**config.mk**
```make
export PLATFORM = sky130hd
export DESIGN_NAME = build_info_regs
export DESIGN_NICKNAME = d
export VERILOG_FILES = /design/src/rtl/build_info_regs.sv
export SDC_FILE = /design/constraint.sdc
export NUM_CORES = 1
export LEC_CHECK = 0
export ABC_CLOCK_PERIOD_IN_PS = 3100
export CAP_MARGIN = 30
export CELL_PAD_IN_SITES_DETAIL_PLACEMENT = 0
export CELL_PAD_IN_SITES_GLOBAL_PLACEMENT = 1
export CORE_ASPECT_RATIO = 0.9
export CORE_MARGIN = 10
export CORE_UTILIZATION = 38
export CTS_CLUSTER_SIZE = 16
export DETAILED_ROUTE_END_ITERATION = 8
export GPL_ROUTABILITY_DRIVEN = 0
export PLACE_DENSITY_LB_ADDON = 0.1
export SLEW_MARGIN = 20
export SYNTH_ARGS = -nofsm -noshare
export SYNTH_HDL_FRONTEND = slang
export SYNTH_SLANG_ARGS = --single-unit
```
**constraint.sdc**
```tcl
create_clock -name clk100 -period 3.1 [get_ports clk100]
set_input_delay 0.31 -clock clk100 [delete_from_list [all_inputs] [get_ports clk100]]
set_output_delay 0.31 -clock clk100 [all_outputs]
set_load 0.05 [all_outputs]
```
**src/rtl/build_info_regs.sv**
```systemverilog
// Build-identification registers: snapshots per-channel git hash/timestamp, serves them over a
// one-cycle read port, and blinks a selected channel's hash byte on an LED as a framed pulse code.
module build_info_regs #(
  parameter int unsigned NUM_CH   = 4,
  parameter int unsigned TICK_DIV = 10_000_000,
  parameter logic [15:0] INFO_ID  = 16'hB1D0,
  localparam int unsigned AW = $clog2(3 * NUM_CH + 1),
  localparam int unsigned CW = (NUM_CH > 1) ? $clog2(NUM_CH) : 1
) (
  input  logic                   clk100,
  input  logic                   rstn,
  input  logic [64*NUM_CH-1:0]   hash_i,
  input  logic [32*NUM_CH-1:0]   tstamp_i,
  input  logic                   snap_i,
  input  logic                   rd_req_i,
  input  logic [AW-1:0]          rd_addr_i,
  output logic                   rd_ack_o,
  output logic [31:0]            rd_data_o,
  output logic                   rd_err_o,
  input  logic                   blink_en_i,
  input  logic [CW-1:0]          blink_ch_i,
  output logic                   led_o,
  output logic                   frame_o
);

  localparam int unsigned PW = (TICK_DIV > 1) ? $clog2(TICK_DIV) : 1;

  localparam logic [2:0] StIdle    = 3'd0;
  localparam logic [2:0] StSyncOn  = 3'd1;
  localparam logic [2:0] StSyncOff = 3'd2;
  localparam logic [2:0] StBitOn   = 3'd3;
  localparam logic [2:0] StBitOff  = 3'd4;
  localparam logic [2:0] StGap     = 3'd5;

  // ---------------------------------------------------------------------------------------------
  // Snapshot
  // ---------------------------------------------------------------------------------------------
  logic [63:0] hash_q   [NUM_CH];
  logic [31:0] tstamp_q [NUM_CH];
  logic        primed_q;
  logic        capture;

  // The first edge after reset release loads the snapshot without needing a snap pulse.
  assign capture = snap_i | ~primed_q;

  always_ff @(posedge clk100 or negedge rstn) begin
    if (!rstn) begin
      primed_q <= 1'b0;
      for (int unsigned c = 0; c < NUM_CH; c++) begin
        hash_q[c]   <= '0;
        tstamp_q[c] <= '0;
      end
    end else begin
      primed_q <= 1'b1;
      if (capture) begin
        for (int unsigned c = 0; c < NUM_CH; c++) begin
          hash_q[c]   <= hash_i[64*c +: 64];
          tstamp_q[c] <= tstamp_i[32*c +: 32];
        end
      end
    end
  end

  // ---------------------------------------------------------------------------------------------
  // Read port
  // ---------------------------------------------------------------------------------------------
  logic [31:0] rd_word;
  logic        rd_bad;
  logic        rd_ack_q;
  logic [31:0] rd_data_q;
  logic        rd_err_q;

  always_comb begin
    rd_word = 32'hDEAD_BEEF;
    rd_bad  = 1'b1;
    for (int unsigned c = 0; c < NUM_CH; c++) begin
      if (rd_addr_i == AW'(3 * c)) begin
        rd_word = hash_q[c][31:0];
        rd_bad  = 1'b0;
      end
      if (rd_addr_i == AW'(3 * c + 1)) begin
        rd_word = hash_q[c][63:32];
        rd_bad  = 1'b0;
      end
      if (rd_addr_i == AW'(3 * c + 2)) begin
        rd_word = tstamp_q[c];
        rd_bad  = 1'b0;
      end
    end
    if (rd_addr_i == AW'(3 * NUM_CH)) begin
      rd_word = {INFO_ID, 8'(NUM_CH), 8'h01};
      rd_bad  = 1'b0;
    end
  end

  always_ff @(posedge clk100 or negedge rstn) begin
    if (!rstn) begin
      rd_ack_q  <= 1'b0;
      rd_data_q <= '0;
      rd_err_q  <= 1'b0;
    end else begin
      rd_ack_q <= rd_req_i;
      rd_err_q <= rd_req_i & rd_bad;
      if (rd_req_i) begin
        rd_data_q <= rd_word;
      end
    end
  end

  assign rd_ack_o  = rd_ack_q;
  assign rd_data_o = rd_data_q;
  assign rd_err_o  = rd_err_q;

  // ---------------------------------------------------------------------------------------------
  // Blink encoder
  // ---------------------------------------------------------------------------------------------
  logic [2:0]    state_q, state_d;
  logic [PW-1:0] presc_q, presc_d;
  logic [4:0]    tcnt_q, tcnt_d;
  logic [2:0]    bit_q, bit_d;
  logic [7:0]    byte_q, byte_d;
  logic [7:0]    sel_byte;
  logic [4:0]    dur;
  logic          tick;
  logic          last;

  // Out-of-range channel selects fall back to channel 0.
  always_comb begin
    sel_byte = hash_q[0][7:0];
    for (int unsigned c = 0; c < NUM_CH; c++) begin
      if (blink_ch_i == CW'(c)) begin
        sel_byte = hash_q[c][7:0];
      end
    end
  end

  assign tick = (presc_q == PW'(TICK_DIV - 1));

  always_comb begin
    presc_d = presc_q + PW'(1);
    if (state_q == StIdle || !blink_en_i || tick) begin
      presc_d = '0;
    end
  end

  always_comb begin
    unique case (state_q)
      StSyncOn:  dur = 5'd8;
      StSyncOff: dur = 5'd4;
      StBitOn:   dur = byte_q[bit_q] ? 5'd3 : 5'd1;
      StBitOff:  dur = 5'd2;
      StGap:     dur = 5'd16;
      default:   dur = 5'd1;
    endcase
  end

  assign last = tick && (tcnt_q == dur - 5'd1);

  always_comb begin
    state_d = state_q;
    tcnt_d  = tcnt_q;
    bit_d   = bit_q;
    byte_d  = byte_q;
    if (!blink_en_i) begin
      state_d = StIdle;
      tcnt_d  = '0;
      bit_d   = 3'd7;
    end else if (state_q == StIdle) begin
      state_d = StSyncOn;
      tcnt_d  = '0;
      byte_d  = sel_byte;
    end else if (last) begin
      tcnt_d = '0;
      unique case (state_q)
        StSyncOn:  state_d = StSyncOff;
        StSyncOff: begin
          state_d = StBitOn;
          bit_d   = 3'd7;
        end
        StBitOn:   state_d = StBitOff;
        StBitOff: begin
          if (bit_q == 3'd0) begin
            state_d = StGap;
          end else begin
            state_d = StBitOn;
            bit_d   = bit_q - 3'd1;
          end
        end
        StGap: begin
          state_d = StSyncOn;
          byte_d  = sel_byte;
        end
        default:   state_d = StIdle;
      endcase
    end else if (tick) begin
      tcnt_d = tcnt_q + 5'd1;
    end
  end

  always_ff @(posedge clk100 or negedge rstn) begin
    if (!rstn) begin
      state_q <= StIdle;
      presc_q <= '0;
      tcnt_q  <= '0;
      bit_q   <= 3'd7;
      byte_q  <= '0;
    end else begin
      state_q <= state_d;
      presc_q <= presc_d;
      tcnt_q  <= tcnt_d;
      bit_q   <= bit_d;
      byte_q  <= byte_d;
    end
  end

  assign led_o   = (state_q == StSyncOn) || (state_q == StBitOn);
  assign frame_o = (state_q != StIdle) && (state_q != StGap);

endmodule
```
Yosys cells after proc, flatten, opt, wreduce, memory -nomap -nowiden
Index checks and enable logic that the tools add are counted.

$add $sub $neg: 4. Magnitude comparators: 1. Equal/unequal tests: 29. Mux-type cells: 51. Bitwise operators: 3. Reductions and logical operators: 14.

Operators with widths (number): 32-bit two-way mux (13); 8-bit two-way mux (6); 5-bit case mux with 5 select lines (1); 24-bit by 1-bit adder with 24-bit output (second input constant) (1); 24-bit equality test (second input constant) (1); 24-bit two-way mux (1); 3-bit two-way mux (8); 4-bit equality test (second input constant) (5); 5-bit two-way mux (4); 4-bit by 3-bit equality test with 1-bit output (second input constant) (4); 3-bit case mux with 5 select lines (1); 1-bit two-way mux (14); 4-bit by 2-bit equality test with 1-bit output (second input constant) (2); 3-bit by 2-bit equality test with 1-bit output (second input constant) (2); 3-bit equality test (second input constant) (2); 3-bit logical NOT (2); 3-bit by 1-bit != test with 1-bit output (second input constant) (2); 3-bit != test (second input constant) (2); 3-bit case mux with 2 select lines (1); 5-bit by 1-bit adder with 5-bit output (second input constant) (1); 5-bit equality test (1); 5-bit by 1-bit subtractor with 5-bit output (second input constant) (1); 2-bit equality test (second input constant) (2); 4-bit by 1-bit equality test with 1-bit output (second input constant) (1); 20 further kinds (24).

Register bits: 462. Input port bits: 395. Output and inout bits: 36. Logic and storage cells: 119.

Logic depth before layout (Yosys ltp)
Depth in word-level cells: 15. Mapped depth: 12. Mapped depth without buffers: 10.

Least setup slack after synthesis
Ideal clock, no wire load.

Path kind: register -> register. From: register state_q[0]. To: register byte_q[0]. Setup time: 0.125 ns. Arrival: 3.326 ns. Data required time: 2.975 ns. Slack: -0.351 ns. Stages on the path, launching flop included: 12. Buffers on the path: 2. Clock period less this slack: 3.451 ns. Cells stage by stage: dfrtp_1 > buf_2 > nor2b_1 > a31oi_1 > ha_1 > nor2b_1 > a221oi_1 > xor2_1 > and4b_1 > buf_4 > o211ai_4 > mux2_4.

Longest elaborated chain between the ends: 7. Elaborated cells between the ends (all ways): 14. Those cells by class: add/sub (1); eq/ne (6); mux (2); reduce/logical (5).

RTL lines: start: declaration (line 117) `logic [2:0] state_q, state_d;`; start signal: assignment (line 202) `state_q <= StIdle;`; start signal: assignment (line 208) `state_q <= state_d;`; 3-bit equality test (tied with other cells) (line 147, 174); 5-bit case mux with 5 select lines (line 147) `unique case (state_q)`; 5-bit by 1-bit subtractor with 5-bit output (line 157) `assign last = tick && (tcnt_q == dur - 5'd1);`; 5-bit equality test (line 157); 1-bit logical AND (line 157); 2-bit nonzero test (no line); 3-bit AND reduction (no line); end signal: assignment (line 212) `byte_q <= byte_d;`; end: declaration (line 121) `logic [7:0] byte_q, byte_d;`.

Several ways; a longest one is shown, not always the timed one. A chain may end at the register's enable or synchronous reset.

Worst setup path after layout
From: register bit_q[0]. To: register byte_q[1].

Longest elaborated chain between the ends: 9.

RTL lines: start: declaration (line 120) `logic [2:0] bit_q, bit_d;`; start signal: assignment (line 211) `bit_q <= bit_d;`; 1-bit binary-select mux with 3-bit select (line 150) `StBitOn: dur = byte_q[bit_q] ? 5'd3 : 5'd1;`; 1-bit two-way mux (not written as such) (line 150); 2-bit two-way mux (line 150); 5-bit case mux with 5 select lines (line 147); 5-bit by 1-bit subtractor with 5-bit output (line 157); 5-bit equality test (line 157); 1-bit logical AND (line 157); 2-bit nonzero test (no line); 3-bit AND reduction (no line).

No other way between the ends. The select of a mux whose other input is x is not followed.

==> flow_summary_export.csv <==
group,metric,value,unit
floorplan,io_pins,431,
worst_setup_path,reg2reg_depth,11,
floorplan,fp-row-count,82,
logic_synthesis,synth_edf_count,0,
clocking,cts_tree,"done",
clocking,cts_buffer_depth,3,
worst_setup_path,worstSetupStartpointType,"flip-flop",
logic_synthesis,yosysTopAreaCell,"dfrtp_1",
sta,fmax,305.5,MHz
logic_synthesis,synthTopCellsByCount,"459 x dfrtp_1, 406 x mux2_2, 83 x clkbuf_1",
finish,layout-drive-gt1-share,29.64,%
logic_synthesis,ys_seq_area_share,53.96,%
sta,finalClockSkew,0.02600,ns
worst_setup_path,cp.arrival,3.74,ns
global_route,antenna_found_initial,21,
logic_synthesis,syn_area,21430,µm²
detailed_routing,wl_per_cell,25.95,µm
detailed_routing,routed_via_density,5.398,
sta,tightest_slew,0.7602,ns
finish,fillers,4922,
place,portBuffers,430,
sta,fin_crit_sh,105.6,%
finish,finalInstanceArea,28740,µm²
flow_run,maxCapViolCount,0,
clocking,cts_max_level,2,
sta,slew_headroom,49.32,%
detailed_routing,drc,0,
run_status,status,"finished, violations left",
detailed_routing,ant_nets,0,
floorplan,dieArea,66320,µm²
worst_setup_path,timing.critical_path.to,"byte_q[1]",
detailed_routing,wl,75460,µm
logic_synthesis,synth.distinct_cells,71,
floorplan,design.core.area,55710,µm²
sta,finalSetupViolCount,13,
worst_setup_path,reg2reg_to,"byte_q[1]",
worst_setup_path,critPathLaunch,"bit_q[0]",
global_route,grt_util_all_layers,22.26,%
clocking,cts_buffers,50,
logic_synthesis,synthArstFlopShare,100.0,%
logic_synthesis,synth.avg_cell_area,12.86,µm²
logic_synthesis,ys_seq_elements,462,
floorplan,chipHeight,245.3,µm
place,place_hpwl,56520,µm
detailed_routing,num_vias,15700,
worst_setup_path,crit_type,"flip-flop to flip-flop",
logic_synthesis,syn_nets,2066,
global_route,grt_max_degree,129,
worst_setup_path,r2r_slack,-0.17,ns
sta,fin_ws,-0.1738,ns
logic_synthesis,yosys_warnings,0,
finish,syn_to_final_growth,34.10,%
detailed_routing,drt-initial-drc-count,1003,
power,peakVddDrop,0.4236,mV
sta,period_minus_slack,3.274,ns
finish,num-nets-final,2508,
global_route,grt_pass1_vias,16750,
logic_synthesis,synth_most_common_cell,"dfrtp_1",
min_path,hp-class,"input port to asynchronous set/reset pin",
worst_setup_path,r2r_start,"bit_q[0]",
sta,slew_viol_final,0,
power,p_leak,11.84,nW
floorplan,fp.dieW,270.3,µm
logic_synthesis,netlist_instances,1666,
sta,hold_viol_final,0,
floorplan,start_util,38.47,%
clocking,cts_root_buf,"clkbuf_16",
clocking,worstSkewPairLatency,0.60,ns
clocking,clkSinkCount,462,
worst_setup_path,required,3.57,ns
power,powerDensity,542.9,nW/µm²
clocking,clk_pin_slew_worst_paths,0.06,ns
sta,rsz0062_at_grt,"yes",
logic_synthesis,synth_flop_cell,"dfrtp_1",
worst_setup_path,end_kind,"flip-flop",
logic_synthesis,netlist_top_cells_area,"dfrtp_1 54%, mux2_2 21%, mux4_2 3.7%",
detailed_routing,dr.pass1.iters,5,
sta,fin_hold_ws,0.1851,ns
place,placed_cell_area,26960,µm²
global_route,grt_pass1_wl,111300,µm
run_status,violations,"setup timing",
logic_synthesis,yosysTopAreaCellShare,53.59,%
global_route,grt-ovfl-total,0,
worst_setup_path,cp_max_fo,8,
power breakdown:
part,total [mW],switching (mW),internal (mW)
combinational,2.64,1.26,1.38
clock,6.08,2.53,3.55
sequential,6.88,0.328,6.55
total,15.6,4.12,11.5
logic make-up after synthesis:
logic type	share of synthesized area, %
flip-flops	53.96
AND/OR/NAND/NOR	5.937
AO/OA/AOI/OAI	9.084
other	0.01750
adder cells (fa/ha/maj)	0.2919
XOR/XNOR	1.226
buffers and inverters	2.563
multiplexers	26.92
layer usage:
metal  wire [µm]  track usage [%]  vias up
met1       31460            28.02     7997
met4        2264            7.504       32
met2       36530            36.82      471
met5         227                0        -
met3        4980            5.793      143
li1            -                -     7054
timing repair:
item,4_1_cts,5_1_grt
hold buffers,1,0
pin swaps,3,8
endpoints found under the setup margin,15,19
gates resized for setup,6,8
buffers inserted,2,3
hold endpoints to repair,141,0
worst min path at each step:
stage,start,endpoint,slack (ns)
global placement,rstn,tstamp_q[97],0.19
floorplan,rstn,byte_q[0],0.01
detailed placement,rstn,tstamp_q[97],0.19
finish,rstn,tstamp_q[3],0.19
global route,rstn,hash_q[225],0.19
CTS,rstn,tstamp_q[97],0.16
flip-flops by register name, indices dropped and copies added, names as in the netlist:
signal / flops
hash_q: 256
presc_q: 24
bit_q: 3
primed_q: 1
rd_data_o: 32
byte_q: 8
rd_err_o: 1
rd_ack_o: 1
state_q: 3
tstamp_q: 128
tcnt_q: 5
layout by cell type, fill, tap and decap left out, types with 9 or more instances in the layout:
master and n:
nand3_1 29, mux2_4 9, dfrtp_1 459, mux4_2 35
nor2_1 80, nand2_1 58, clkbuf_8 17, buf_12 15
a21o_1 14, mux2_2 405, nor2b_1 15, xor2_1 19
clkinv_2 9, inv_1 17, buf_4 61, mux2i_1 29
xnor2_1 10, clkdlybuf4s50_1 424, o21ai_0 71, nor3_1 10
o22ai_1 38, and3_1 12, clkbuf_16 51, a221oi_1 25
a211oi_1 15, clkbuf_1 11, a21oi_1 67, nand2b_1 9
critical path, stage by stage (launching register included):
cell,delay (ns)
dfstp_2,0.57
mux4_2,0.51
mux2_4,0.31
a31oi_4,0.22
ha_4,0.19
nor2b_4,0.15
a221oi_2,0.07
xor2_1,0.20
and4b_2,0.27
o211ai_4,0.21
buf_12,0.16
mux2_4,0.30
metrics by stage:
| stage | utilization (%) | worst slack [ns] | std cells | power, mW | TNS [ns] |
|---|---|---|---|---|---|
| floorplan | - | -0.1146 | 1666 | 8.242 | -0.9168 |
| global placement | 48.37 | -0.1999 | 2806 | 9.591 | -1.611 |
| detailed placement | 48.39 | -0.2713 | 2807 | 9.635 | -2.386 |
| CTS | 51.46 | -0.1136 | 2899 | 15.79 | -0.8256 |
| global route | 51.57 | -0.3194 | 2903 | 16.24 | -3.711 |
| finish | 51.59 | -0.1738 | 2908 | 15.60 | -1.465 |
final cells by class:
type,count,area [µm²],share of cell area (%)
clock inverter,12,113.9,0.3962
antenna,6,15.01,0.05224
multi-input combinational,1070,9429,32.81
timing repair buffer,507,5071,17.64
inverter,17,63.81,0.2220
sequential,462,11560,40.24
tap,756,945.9,3.291
clock buffer,78,1538,5.350
Power figures use the tool's default switching activity.
